`src/rtl/fifo_ctrl_if.sv`:
```
// Push/pop request and memoria drive bundle between a FIFO user and fifo_ctrl.
// The master is the FIFO user. The slave is the controller.
interface fifo_ctrl_if #(parameter int PTR_WIDTH = 3);
  logic                 push, pop;
  logic                 write, read, data_valid;
  logic [PTR_WIDTH-1:0] ptr_write, ptr_read;
  logic [PTR_WIDTH:0]   count;
  logic                 full, empty, almost_full, almost_empty;
  logic                 overflow, underflow;

  modport master (
    output push, pop,
    input  write, read, ptr_write, ptr_read, data_valid, count,
           full, empty, almost_full, almost_empty, overflow, underflow
  );

  modport slave (
    input  push, pop,
    output write, read, ptr_write, ptr_read, data_valid, count,
           full, empty, almost_full, almost_empty, overflow, underflow
  );
endinterface

```
`src/rtl/fifo_ctrl.sv`:
```
// Pointer, occupancy and flag controller that drives the memoria block as a synchronous FIFO.
// Flags decode from registered state only. Error flags stay set until reset.
module fifo_ctrl #(
  parameter int LENGTH          = 8,
  parameter int PTR_WIDTH       = 3,
  parameter int ALMOST_FULL_TH  = 6,
  parameter int ALMOST_EMPTY_TH = 2
) (
  input  logic        clk,
  input  logic        reset,
  fifo_ctrl_if.slave  bus
);
  localparam int CW = PTR_WIDTH + 1;
  localparam logic [CW-1:0] CNT_MAX = CW'(LENGTH);
  localparam logic [CW-1:0] AF_TH   = CW'(ALMOST_FULL_TH);
  localparam logic [CW-1:0] AE_TH   = CW'(ALMOST_EMPTY_TH);

  typedef enum logic [1:0] {EMPTY, PARTIAL, FULL} state_t;

  state_t               state, state_nxt;
  logic [PTR_WIDTH-1:0] wr_ptr, rd_ptr;
  logic [CW-1:0]        cnt, cnt_nxt;
  logic                 dv, ovf, unf;
  logic                 is_full, is_empty, wr, rd;

  assign is_full  = (state == FULL);
  assign is_empty = (state == EMPTY);

  // A full FIFO rejects push and an empty one rejects pop, so wr and rd never target the same live slot.
  assign wr = bus.push & ~is_full  & ~reset;
  assign rd = bus.pop  & ~is_empty & ~reset;

  always_comb begin
    cnt_nxt   = cnt;
    state_nxt = state;
    unique case ({wr, rd})
      2'b10:   cnt_nxt = cnt + CW'(1);
      2'b01:   cnt_nxt = cnt - CW'(1);
      default: cnt_nxt = cnt;
    endcase
    unique case (state)
      EMPTY:   if (wr) state_nxt = PARTIAL;
      PARTIAL: begin
        if (wr && !rd && cnt == CNT_MAX - CW'(1)) state_nxt = FULL;
        else if (rd && !wr && cnt == CW'(1))      state_nxt = EMPTY;
      end
      FULL:    if (rd) state_nxt = PARTIAL;
      default: state_nxt = EMPTY;
    endcase
  end

  always_ff @(posedge clk) begin
    if (reset) begin
      state  <= EMPTY;
      cnt    <= '0;
      wr_ptr <= '0;
      rd_ptr <= '0;
      dv     <= 1'b0;
      ovf    <= 1'b0;
      unf    <= 1'b0;
    end else begin
      state  <= state_nxt;
      cnt    <= cnt_nxt;
      if (wr) wr_ptr <= wr_ptr + PTR_WIDTH'(1);
      if (rd) rd_ptr <= rd_ptr + PTR_WIDTH'(1);
      dv     <= rd;
      if (bus.push && is_full)  ovf <= 1'b1;
      if (bus.pop  && is_empty) unf <= 1'b1;
    end
  end

  assign bus.write        = wr;
  assign bus.read         = rd;
  assign bus.ptr_write    = wr_ptr;
  assign bus.ptr_read     = rd_ptr;
  assign bus.data_valid   = dv;
  assign bus.count        = cnt;
  assign bus.full         = is_full;
  assign bus.empty        = is_empty;
  assign bus.almost_full  = (cnt >= AF_TH);
  assign bus.almost_empty = (cnt <= AE_TH);
  assign bus.overflow     = ovf;
  assign bus.underflow    = unf;
endmodule

```
`src/flat_wrapper.sv`:
```
// flat-port wrapper written by rule: the top's interface ports become plain ports
module fifo_ctrl_flat 
#(
  parameter int LENGTH          = 8,
  parameter int PTR_WIDTH       = 3,
  parameter int ALMOST_FULL_TH  = 6,
  parameter int ALMOST_EMPTY_TH = 2
)
  (clk, reset, bus_push, bus_pop, bus_write, bus_read, bus_ptr_write, bus_ptr_read, bus_data_valid, bus_count, bus_full, bus_empty, bus_almost_full, bus_almost_empty, bus_overflow, bus_underflow);
  fifo_ctrl_if #(.PTR_WIDTH(PTR_WIDTH)) bus_i ();
  input  logic clk;
  input  logic reset;
  input wire logic [$bits(bus_i.push)-1:0] bus_push;
  input wire logic [$bits(bus_i.pop)-1:0] bus_pop;
  output wire logic [$bits(bus_i.write)-1:0] bus_write;
  output wire logic [$bits(bus_i.read)-1:0] bus_read;
  output wire logic [$bits(bus_i.ptr_write)-1:0] bus_ptr_write;
  output wire logic [$bits(bus_i.ptr_read)-1:0] bus_ptr_read;
  output wire logic [$bits(bus_i.data_valid)-1:0] bus_data_valid;
  output wire logic [$bits(bus_i.count)-1:0] bus_count;
  output wire logic [$bits(bus_i.full)-1:0] bus_full;
  output wire logic [$bits(bus_i.empty)-1:0] bus_empty;
  output wire logic [$bits(bus_i.almost_full)-1:0] bus_almost_full;
  output wire logic [$bits(bus_i.almost_empty)-1:0] bus_almost_empty;
  output wire logic [$bits(bus_i.overflow)-1:0] bus_overflow;
  output wire logic [$bits(bus_i.underflow)-1:0] bus_underflow;
  assign bus_i.push = bus_push;
  assign bus_i.pop = bus_pop;
  assign bus_write = bus_i.write;
  assign bus_read = bus_i.read;
  assign bus_ptr_write = bus_i.ptr_write;
  assign bus_ptr_read = bus_i.ptr_read;
  assign bus_data_valid = bus_i.data_valid;
  assign bus_count = bus_i.count;
  assign bus_full = bus_i.full;
  assign bus_empty = bus_i.empty;
  assign bus_almost_full = bus_i.almost_full;
  assign bus_almost_empty = bus_i.almost_empty;
  assign bus_overflow = bus_i.overflow;
  assign bus_underflow = bus_i.underflow;
  fifo_ctrl #(.LENGTH(LENGTH), .PTR_WIDTH(PTR_WIDTH), .ALMOST_FULL_TH(ALMOST_FULL_TH), .ALMOST_EMPTY_TH(ALMOST_EMPTY_TH)) u_core (.clk(clk), .reset(reset), .bus(bus_i));
endmodule
```
`config.mk`:
```
export PLATFORM = sky130hd
export DESIGN_NAME = fifo_ctrl_flat
export DESIGN_NICKNAME = d
export VERILOG_FILES = /design/src/rtl/fifo_ctrl_if.sv /design/src/rtl/fifo_ctrl.sv /design/src/flat_wrapper.sv
export SDC_FILE = /design/constraint.sdc
export NUM_CORES = 1
export LEC_CHECK = 0
export CORE_MARGIN = 1
export CORE_UTILIZATION = 50
export CTS_BUF_LIST = sky130_fd_sc_hd__clkbuf_4
export CTS_CLUSTER_SIZE = 20
export DETAILED_ROUTE_END_ITERATION = 10
export PLACE_DENSITY = 0.91
export SLEW_MARGIN = 10
export SYNTH_ARGS = -nofsm -noshare
export SYNTH_HDL_FRONTEND = slang
export SYNTH_SLANG_ARGS = --single-unit
```
`constraint.sdc`:
```
create_clock -name clk -period 5.95 [get_ports clk]
set_input_delay 1.19 -clock clk [delete_from_list [all_inputs] [get_ports clk]]
set_output_delay 1.19 -clock clk [all_outputs]
set_load 0.02 [all_outputs]
```
==> metrics.csv <==
metric;value;unit
kind of start point of the critical path;primary input;
Initial Utilization;57.2;%
register area;300;um2
Warnings, synthesis;0;
total die area;0.00174;mm2
Rows;13;
Post-DP HPWL;1200;um
Tmin final;4.38;ns
NetSw;60.4;uW
Hold Slack;0.470;ns
Slew HR;59.2;%
fin cells;127;
Max stage delay cell, worst path;clkdlybuf4s50_1;
largest net degree at the start of global routing;19;
Final WS setup;1.57;ns
post-synthesis instance total;88;
CTS Buf Count;3;
Root Buffer;clkbuf_4;
drt via density;5.54;
multi-input gate area in the final layout;455;um2
final setup fails;0;
Comb pwr share;21.4;%
met3 routed WL;87;um
Clock Latency Late Sink;0.27;ns
Syn Area/Cell;8.99;um2
post-placement worst setup slack;1.61;ns
Int Pwr;158;uW
#FFs+latches synth;15;
CP Data Arrival Time;3.19;ns
CP Data Required Time;4.76;ns
fill count;110;
crit path capture;bus_read;
global-route wire length before repair;2760;um
slew of the pin with the lowest slew margin;0.610;ns
share of cells above drive strength 1;7.14;%
Post-Route WL;1640;um
syn nets;100;
Routed Antenna Nets;0;
Clock transition at path regs;0.08;ns
register share of total power;50.7;%
PwrDens;208;mW/mm2
core area;0.00138;mm2
Final Power;218;uW
VDD IR max;0.143;mV
htree depth;1;
Syn Std Cell Area;791;um2
WL met1;703;um
critical path class;primary input to output pin;
period utilisation layout;73.5;%
RR Endpoint;u_core.bus.count[3];
CP Max Fanout;18;
Setup TNS;0;ns
Max Clk Rate;229;MHz
Die Y;41.8;um
Nets;125;
top layer reached by signal wires;met4;
R2R cell count;6;
n_diodes;0;
Crit path top cell by count;clkdlybuf4s50_1;
CTS tree;done;
met2 routed WL;830;um
# DRC;0;
placed insts;123;
Cell Chain, Critical Path;clkdlybuf4s50_1 -> nand2b_1 -> nor2_1 -> clkdlybuf4s50_1;
worst clock skew;0.00161;ns
Leak;0.424;nW
post-synthesis cell type count;30;
Setup crit end kind;output pin;
routability cong.;0.720;
Fin. Hold Viols;0;
outcome;finished clean;
Ports;23;
initial antenna violation count;0;
Clock Path Buffers;2;
gr usage total;20.9;%
RR Startpoint;u_core.state[1];
vias in the first global route;646;
Vias;704;
initial DRC count;11;
Crit. Startpoint;reset;
cts hold-fix bufs;0;
Sw Share;27.7;%
total global routing overflow;0;
post-synthesis sequential area ratio;38.0;%
HP Class;flip-flop to flip-flop;
Die X;41.8;um
Area Growth Syn to Fin;32.9;%
TritonRoute pass-1 iters;4;
Largest stage delay, worst path;0.72;ns
max capacitance violation total;0;
RSZ-0062 raised after global routing;false;
clk sinks;15;
Clk pwr share;27.9;%
Post-CTS Setup Bufs;0;
flop2flop setup slack;3.68;ns
Avg WL per Cell;12.9;um
Port-buffer cells;22;
CTS resizes;0;
max-slew violation count;0;
-- cell usage after synthesis --
master     instances  area share, %
a211oi_1           1           0.95
a21o_1             1           0.95
a21oi_1            9            5.7
a2bb2oi_1          1            1.1
a311o_1            1            1.3
and4b_1            1            1.3
buf_2              1           0.63
clkbuf_1           1           0.47
dfxtp_1           15             38
ha_1               8             13
inv_1              6            2.8
inv_2              1           0.47
mux2_1             1            1.4
mux2_2             1            1.4
mux2i_1            2            2.5
nand2_1            1           0.47
nand2b_1           4            3.2
nand2b_2           1            1.1
nand3_1            1           0.63
nand4b_1           1            1.1
nor2_1            10            4.7
nor2b_1            4            3.2
o21a_1             1           0.95
o21ai_0            4            2.5
o31ai_1            2            1.9
or2_2              1           0.79
or3_1              3            2.4
or4_1              2            1.9
or4b_1             1            1.3
xor2_1             2            2.2
-- power by group through the flow --
stage / clock network (mW) / logic (mW) / registers, mW
CTS: 0.0627 / 0.0471 / 0.111
detailed placement: 0 / 0.0466 / 0.113
floorplan: 0 / 0.0229 / 0.117
global placement: 0 / 0.0450 / 0.113
finish: 0.0609 / 0.0467 / 0.111
global route: 0.0690 / 0.0509 / 0.111
-- worst max-delay path, delay by kind of cell --
kind / cells / cell delay (ns)
buffers and inverters: 2 / 1.38
and+or+nand+nor: 2 / 0.61
-- cells by family after synthesis --
logic type / synth area share, %
flops: 38.0
compound gates: 15.3
xor+xnor: 2.22
mux: 5.38
simple gates: 22.0
fa+ha+maj: 12.7
buf+inv: 4.43
-- state kept, by name, indices dropped and copies added, names as in the netlist --
signal,count
u_core.state,2
u_core.bus.overflow,1
u_core.bus.underflow,1
u_core.bus.data_valid,1
u_core.bus.count,4
u_core.bus.ptr_write,3
u_core.bus.ptr_read,3
-- layout make-up --
class / count / share of cell area (%)
sequential: 15 / 28.6
tap: 15 / 1.79
multi-input combinational: 64 / 43.3
timing repair buffer: 22 / 21.0
inverter: 7 / 2.50
clock buffer: 4 / 2.86
-- per-layer routing --
layer  GRT usage, %  up-vias
met5              0        -
met4           11.0        0
met3           6.09        2
met2           36.3       20
met1           22.6      325
li1               -      357
-- placed cells by master, fill, tap and decap left out --
master / instances
inv_1: 6
inv_2: 1
a21o_1: 1
a311o_1: 1
nor2_1: 10
dfxtp_1: 15
a21oi_1: 9
clkbuf_4: 4
o21a_1: 1
a211oi_1: 1
mux2i_1: 2
mux2_1: 1
clkdlybuf4s50_1: 22
nor2b_1: 4
nand2_1: 1
or4_1: 2
nand3_1: 1
or4b_1: 1
nand4b_1: 1
o21ai_0: 4
mux2_2: 1
or3_1: 3
o31ai_1: 2
or2_2: 1
ha_1: 8
nand2b_1: 4
a2bb2oi_1: 1
nand2b_2: 1
xor2_1: 2
and4b_1: 1
-- per-stage QoR --
stage	utilization (%)	area, um2
after floorplan	-	791
after global placement	73.8	1020
after detailed placement	73.8	1020
after CTS	76.0	1050
after global routing	76.0	1050
final	76.0	1050
-- worst min path at each step --
stage / end / slack [ns] / cells after the start / from
floorplan: u_core.state[0] / 0.55 / 2 / u_core.state[0]
global placement: u_core.bus.underflow / 0.45 / 2 / u_core.bus.underflow
detailed placement: u_core.bus.underflow / 0.45 / 2 / u_core.bus.underflow
CTS: u_core.bus.underflow / 0.48 / 2 / u_core.bus.underflow
global route: u_core.bus.underflow / 0.50 / 2 / u_core.bus.underflow
finish: u_core.bus.underflow / 0.47 / 2 / u_core.bus.underflow
Power figures use the tool's default switching activity.
